**config.mk**
```make
export PLATFORM = sky130hd
export DESIGN_NAME = rcomp_frame_ctrl
export DESIGN_NICKNAME = d
export VERILOG_FILES = /design/src/rtl/rcomp_frame_pkg.sv /design/src/rtl/rcomp_frame_buf.sv /design/src/rtl/rcomp_frame_ctrl.sv
export SDC_FILE = /design/constraint.sdc
export NUM_CORES = 1
export LEC_CHECK = 0
export BUFFER_PORTS_ARGS = -buffer_cell sky130_fd_sc_hd__buf_2
export CORE_ASPECT_RATIO = 0.9
export CORE_MARGIN = 2
export CORE_UTILIZATION = 43
export CTS_CLUSTER_SIZE = 40
export DETAILED_ROUTE_END_ITERATION = 10
export SYNTH_ARGS = -nofsm -noshare
export SYNTH_HDL_FRONTEND = slang
export SYNTH_HIERARCHICAL = 1
export SYNTH_SLANG_ARGS = --single-unit
export TNS_END_PERCENT = 20
```
**constraint.sdc**
```tcl
create_clock -name clk -period 3.65 [get_ports clk]
set_clock_uncertainty 0.2 [all_clocks]
set_input_delay 0.5475 -clock clk [delete_from_list [all_inputs] [get_ports clk]]
set_output_delay 0.5475 -clock clk [all_outputs]
set_load 0.1 [all_outputs]
```
**src/rtl/rcomp_frame_pkg.sv**
```systemverilog
// rcomp_frame_pkg
// Shared definitions for the frame-level receive controller: parser state
// encoding, the error cause codes reported on err_code, the default frame
// start byte, and a helper that sizes buffer addresses.
package rcomp_frame_pkg;

  typedef enum logic [2:0] {
    ST_IDLE,
    ST_LEN,
    ST_CMD,
    ST_DATA,
    ST_SUM,
    ST_DRAIN
  } frame_state_e;

  localparam logic [1:0] ERR_NONE = 2'b00;
  localparam logic [1:0] ERR_LEN  = 2'b01;
  localparam logic [1:0] ERR_SUM  = 2'b10;
  localparam logic [1:0] ERR_TMO  = 2'b11;

  localparam logic [7:0] HDR_BYTE_DEFAULT = 8'hA5;

  // A depth of 1 would otherwise give a zero-width address.
  function automatic int unsigned addr_width(input int unsigned depth);
    return (depth > 1) ? $clog2(depth) : 1;
  endfunction

endpackage

```
**src/rtl/rcomp_frame_buf.sv**
```systemverilog
// rcomp_frame_buf
// Payload buffer for one frame: MAX_LEN x 8-bit register array with a
// synchronous write port and an asynchronous (combinational) read port.
// Ports:
//   clk     - system clock
//   wr_en   - write strobe, wr_data stored at wr_addr on the rising edge
//   wr_addr - write address
//   wr_data - byte to store
//   rd_addr - read address
//   rd_data - byte at rd_addr, combinational
// Contents are not reset; the controller never reads a location before it
// has been written within the same frame.
module rcomp_frame_buf
  import rcomp_frame_pkg::*;
#(
  parameter int unsigned MAX_LEN = 16,
  parameter int unsigned AW      = addr_width(MAX_LEN)
) (
  input  logic          clk,
  input  logic          wr_en,
  input  logic [AW-1:0] wr_addr,
  input  logic [7:0]    wr_data,
  input  logic [AW-1:0] rd_addr,
  output logic [7:0]    rd_data
);

  logic [7:0] mem_q [MAX_LEN];

  always_ff @(posedge clk) begin
    if (wr_en) begin
      mem_q[wr_addr] <= wr_data;
    end
  end

  assign rd_data = mem_q[rd_addr];

endmodule

```
**src/rtl/rcomp_frame_ctrl.sv**
```systemverilog
// rcomp_frame_ctrl
// Frame-level receive controller behind the byte UART receiver. Parses
// HDR / LEN / CMD / payload / SUM frames, buffers the payload, verifies the
// 8-bit additive checksum (LEN + CMD + payload) and releases only verified
// frames as a valid/ready byte stream. Supervises the link with an
// inter-byte timeout and counts bytes discarded while draining.
// Ports:
//   clk, rst_n            - clock, synchronous active-low reset
//   byte_done, byte_data  - one-cycle received-byte strobe and its data
//   frm_cmd, frm_len      - command and payload length of the frame draining
//   out_data, out_valid   - payload byte stream (valid/ready)
//   out_ready             - consumer accept
//   out_last              - final payload byte, qualified by out_valid
//   err, err_code         - one-cycle error pulse and its held cause
//   drop_cnt              - saturating count of bytes lost during drain
module rcomp_frame_ctrl
  import rcomp_frame_pkg::*;
#(
  parameter int unsigned MAX_LEN     = 16,
  parameter int unsigned TIMEOUT_CYC = 50000,
  parameter logic [7:0]  HDR_BYTE    = HDR_BYTE_DEFAULT
) (
  input  logic       clk,
  input  logic       rst_n,
  input  logic       byte_done,
  input  logic [7:0] byte_data,
  output logic [7:0] frm_cmd,
  output logic [7:0] frm_len,
  output logic [7:0] out_data,
  output logic       out_valid,
  input  logic       out_ready,
  output logic       out_last,
  output logic       err,
  output logic [1:0] err_code,
  output logic [7:0] drop_cnt
);

  localparam int unsigned AW        = addr_width(MAX_LEN);
  localparam logic [7:0]  MAX_LEN_B = 8'(MAX_LEN);
  localparam logic [31:0] TMO_LAST  = 32'(TIMEOUT_CYC - 1);

  frame_state_e state_q, state_d;
  logic [7:0]   frm_cmd_q, frm_cmd_d;
  logic [7:0]   frm_len_q, frm_len_d;
  logic [7:0]   wr_ptr_q, wr_ptr_d;
  logic [7:0]   rd_ptr_q, rd_ptr_d;
  logic [7:0]   sum_q, sum_d;
  logic [31:0]  tmo_q, tmo_d;
  logic         out_valid_q, out_valid_d;
  logic         err_q, err_d;
  logic [1:0]   err_code_q, err_code_d;
  logic [7:0]   drop_cnt_q, drop_cnt_d;

  logic         buf_we;
  logic         handshake;
  logic         last_rd;
  logic [7:0]   buf_rd_data;

  rcomp_frame_buf #(
    .MAX_LEN (MAX_LEN),
    .AW      (AW)
  ) u_buf (
    .clk     (clk),
    .wr_en   (buf_we),
    .wr_addr (wr_ptr_q[AW-1:0]),
    .wr_data (byte_data),
    .rd_addr (rd_ptr_q[AW-1:0]),
    .rd_data (buf_rd_data)
  );

  assign handshake = out_valid_q && out_ready;
  assign last_rd   = (rd_ptr_q == frm_len_q - 8'd1);

  // Parser next-state, checksum, pointers, timeout and drop counting.
  always_comb begin
    state_d    = state_q;
    frm_cmd_d  = frm_cmd_q;
    frm_len_d  = frm_len_q;
    wr_ptr_d   = wr_ptr_q;
    rd_ptr_d   = rd_ptr_q;
    sum_d      = sum_q;
    tmo_d      = tmo_q;
    err_d      = 1'b0;
    err_code_d = err_code_q;
    drop_cnt_d = drop_cnt_q;
    buf_we     = 1'b0;

    case (state_q)
      ST_IDLE: begin
        if (byte_done && byte_data == HDR_BYTE) begin
          state_d = ST_LEN;
        end
      end
      ST_LEN: begin
        if (byte_done) begin
          frm_len_d = byte_data;
          if (byte_data == 8'd0 || byte_data > MAX_LEN_B) begin
            err_d      = 1'b1;
            err_code_d = ERR_LEN;
            state_d    = ST_IDLE;
          end else begin
            state_d = ST_CMD;
          end
        end
      end
      ST_CMD: begin
        if (byte_done) begin
          frm_cmd_d = byte_data;
          sum_d     = frm_len_q + byte_data;
          state_d   = ST_DATA;
        end
      end
      ST_DATA: begin
        if (byte_done) begin
          buf_we   = 1'b1;
          wr_ptr_d = wr_ptr_q + 8'd1;
          sum_d    = sum_q + byte_data;
          if (wr_ptr_q == frm_len_q - 8'd1) begin
            state_d = ST_SUM;
          end
        end
      end
      ST_SUM: begin
        if (byte_done) begin
          if (byte_data == sum_q) begin
            state_d = ST_DRAIN;
          end else begin
            err_d      = 1'b1;
            err_code_d = ERR_SUM;
            state_d    = ST_IDLE;
          end
        end
      end
      ST_DRAIN: begin
        if (handshake) begin
          rd_ptr_d = rd_ptr_q + 8'd1;
          if (last_rd) begin
            state_d = ST_IDLE;
          end
        end
        // The UART cannot be stalled, so a byte arriving now is simply lost.
        if (byte_done && drop_cnt_q != 8'hFF) begin
          drop_cnt_d = drop_cnt_q + 8'd1;
        end
      end
      default: begin
        state_d = ST_IDLE;
      end
    endcase

    // Inter-byte timeout while a frame is being received; a byte landing
    // on the terminal count wins and restarts the count.
    if (state_q == ST_LEN || state_q == ST_CMD ||
        state_q == ST_DATA || state_q == ST_SUM) begin
      if (byte_done) begin
        tmo_d = '0;
      end else if (tmo_q == TMO_LAST) begin
        tmo_d      = '0;
        err_d      = 1'b1;
        err_code_d = ERR_TMO;
        state_d    = ST_IDLE;
      end else begin
        tmo_d = tmo_q + 32'd1;
      end
    end

    if (state_d == ST_IDLE) begin
      wr_ptr_d = '0;
      rd_ptr_d = '0;
      sum_d    = '0;
      tmo_d    = '0;
    end else if (state_d == ST_DRAIN) begin
      tmo_d = '0;
    end

    out_valid_d = (state_d == ST_DRAIN);
  end

  // State and output registers.
  always_ff @(posedge clk) begin
    if (!rst_n) begin
      state_q     <= ST_IDLE;
      frm_cmd_q   <= '0;
      frm_len_q   <= '0;
      wr_ptr_q    <= '0;
      rd_ptr_q    <= '0;
      sum_q       <= '0;
      tmo_q       <= '0;
      out_valid_q <= 1'b0;
      err_q       <= 1'b0;
      err_code_q  <= ERR_NONE;
      drop_cnt_q  <= '0;
    end else begin
      state_q     <= state_d;
      frm_cmd_q   <= frm_cmd_d;
      frm_len_q   <= frm_len_d;
      wr_ptr_q    <= wr_ptr_d;
      rd_ptr_q    <= rd_ptr_d;
      sum_q       <= sum_d;
      tmo_q       <= tmo_d;
      out_valid_q <= out_valid_d;
      err_q       <= err_d;
      err_code_q  <= err_code_d;
      drop_cnt_q  <= drop_cnt_d;
    end
  end

  assign frm_cmd   = frm_cmd_q;
  assign frm_len   = frm_len_q;
  assign out_valid = out_valid_q;
  assign out_data  = buf_rd_data;
  assign out_last  = (state_q == ST_DRAIN) && last_rd;
  assign err       = err_q;
  assign err_code  = err_code_q;
  assign drop_cnt  = drop_cnt_q;

endmodule

```
==> out/metrics.yaml <==
outcome:
  status: "completed"
global_routing:
  grt_max_degree: 36
  grt_pass1_vias: 6346
  grt_usage_pct: 18.6
  antenna_found_initial: 0
  grt.overflow.total: 0
  grt_pass1_wl_mm: 35.5
place:
  dpl.hpwl_mm: 15.2
  gp_congestion: 0.827
  dp.cells: 1173
  port_buffers: 48
synth:
  ys_ff_latch: 215
  syn-mean-instance-area_sq_um: 12.3
  ys_types: 76
  synth_fa_ha_area_share_pct: 1.69
  synth_area_sq_mm: 0.0101
  syn-num-nets: 847
  synthCells: 822
  async_reset_ff_share_pct: 0
  synthMuxAreaShare_pct: 9.14
  synth_top_family_by_area: "simple AND/OR/NAND/NOR gates"
  yosys.area_share.xor_xnor_pct: 7.65
  yosysWarnings: 6
  synth_compound_area_share_pct: 7.21
  synth_edf_count: 128
  yosys_most_used_dff: "edfxtp_1"
  ys_seq_area_share_pct: 55.4
  yosys.area_share.simple_pct: 15.8
detailed_routing:
  wl_met1_mm: 11.0
  routed_wl_mm: 22.8
  top_layer_used: "met4"
  num_vias: 6612
  viasPerCell: 5.42
  drtAntennaViolNets: 0
  drc: 0
  first_iter_violations: 578
  wl_per_cell_um: 18.7
  route.met2.wl_mm: 10.5
  dr_wl_met3_um: 896
  drtPass1Iterations: 5
die:
  coreArea_sq_mm: 0.0232
  die_w_um: 165
  dieArea_sq_mm: 0.0247
  dieHeight_um: 149
  rows: 53
  floorplan.initialDensity_pct: 43.5
  io_pins: 49
cells_and_area:
  fin_cells: 1221
  final_layout_size_suffix_gt1_share_pct: 20.0
  areaGrowthSynthToFinish_pct: 16.3
  finalNetCount: 926
  final_cell_mix: "128 x edfxtp_1, 87 x nor2_1, 86 x nand2_1"
  num_antenna_cells: 0
  final_common_cell: "edfxtp_1"
sta:
  rsz0062_at_grt: "false"
  setup_violations: 0
  slew_viol_final: 0
  fmax_ghz: 0.285
  slew_headroom_pct: 41.2
  worst_slew_pin_slew_ns: 0.882
  finalHoldViolCount: 0
  period_share_pct: 96.1
  layout_min_cycle_time_ns: 3.51
  setup-tns-final_ns: 0
power_and_ir_drop:
  leakagePower_nw: 4.08
  vdd_drop_max_mv: 0.307
  p_per_area_mw_per_mm2: 459
critical_path:
  reg2reg_from: "state_q[2]"
  path_max_fanout: 6
  critPathKind: "reg -> out"
  cp_data_required_time_ns: 2.90
  startpoint_type: "flop"
  arrival_ns: 2.76
  timing.rr.end: "sum_q[7]"
  r2r_slack_ns: 0.48
  r2r_cells: 11
  endpoint_kind: "primary output"
run:
  maxCapViolCount: 0
clock_tree:
  cts-htree-levels: 1
  clkSinkCount: 215
  cts.clk_slew.worst_paths_ns: 0.07
  numCtsBuffers: 24
  clockRootBuffer: "clkbuf_16"
  cts_buffer_depth: 3
  insertion_delay_ns: 0.52
  cts_tree: "built"
worst_hold_path:
  holdPathStages: 3
  min_to: "out_valid"
  worstHoldStart: "out_ready"
  hp-class: "in -> reg"
## report_power, final
part / internal [mW] / total [mW] / switching [mW]
Clock: 1.75 / 2.72 / 0.976
Combinational: 0.0249 / 0.0894 / 0.0645
Sequential: 2.57 / 2.57 / 0.000117
## cell families (layout without fill, tap and decap cells)
group           count (synthesis)  in the layout
simple gates                  313            313
flops                         215            215
compound gates                103            103
xor+xnor                       84             84
buf+inv                        48            145
mux                            46             46
fa+ha+maj                      13             13
## worst max path at each step
stage	start	endpoint	slack, ns	cells after the start
6_report	frm_len[0]	out_last	0.14	9
5_1_grt	frm_len[0]	out_last	0.005	9
4_1_cts	frm_len[0]	out_last	0.02	9
3_5_place_dp	frm_len[2]	out_last	0.33	8
3_3_place_gp	frm_len[2]	out_last	0.27	8
2_1_floorplan	frm_len[0]	out_last	0.004	9
## sequential cells by signal, summed over array words and instances (netlist names)
signal       count
tmo_q           32
sum_q            8
rd_ptr_q         8
err_code         2
frm_len          8
err              1
drop_cnt         8
u_buf/mem_q    128
wr_ptr_q         8
out_valid        1
state_q          3
frm_cmd          8
## per-layer routing
layer	GRT usage, %	vias to the layer above
li1	-	3196
met1	27.0	3238
met2	30.0	142
met3	2.50	36
met4	4.01	0
met5	0	-
## cell type report
class	count	area, sq um
Fill cell	2062	11500
Sequential cell	215	5590
Multi-Input combinational cell	559	4230
Clock buffer	28	637
Timing Repair Buffer	91	591
Tap cell	302	378
Clock inverter	16	269
Inverter	10	37.5
## cells in the mapped netlist (8+ instances only)
master / n / area (sq um)
edfxtp_1: 128 / 3840
dfxtp_1: 87 / 1740
nor2_1: 87 / 327
nand2_1: 86 / 323
xnor2_1: 44 / 385
xor2_1: 37 / 324
a21oi_1: 23 / 115
nand3_1: 19 / 95.1
a21boi_0: 18 / 135
mux4_2: 18 / 405
nand4_1: 18 / 113
a22oi_1: 17 / 128
nor3_1: 16 / 80.1
mux4_1: 14 / 368
nor4_1: 13 / 81.3
clkbuf_1: 12 / 45.0
ha_1: 12 / 150
and3_1: 11 / 68.8
o21ai_0: 11 / 55.1
and2_1: 10 / 62.6
inv_1: 10 / 37.5
nand2b_1: 8 / 50.1
nor2b_1: 8 / 50.1
## critical path: stages (launching register included)
cell and delay (ns):
dfxtp_2 0.34, buf_4 0.16, or3_4 0.42, nor3_4 0.25
xnor2_2 0.15, o22ai_1 0.13, nor4_2 0.28, buf_4 0.18
and2_2 0.16, buf_12 0.17
## metrics by stage
step           hold slack [ns]  setup slack (ns)  instance area, sq um  utilization (%)  total power [mW]
2_1_floorplan            0.254           0.00383                 10100                -              2.65
3_3_place_gp             0.259             0.266                 10800             46.3              2.71
3_5_place_dp             0.261             0.331                 10800             46.3              2.71
4_1_cts                  0.161            0.0200                 11700             50.4              5.44
5_1_grt                  0.174           0.00536                 11700             50.5              5.52
6_report                 0.177             0.141                 11700             50.5              5.38
## repair_timing
item	4_1_cts	5_1_grt
setup endpoints to repair	1	1
setup buffers	1	3
hold buffers	0	0
pin swaps	0	4
resized for setup	5	3
No activity file was read; power rests on OpenSTA's default activity.
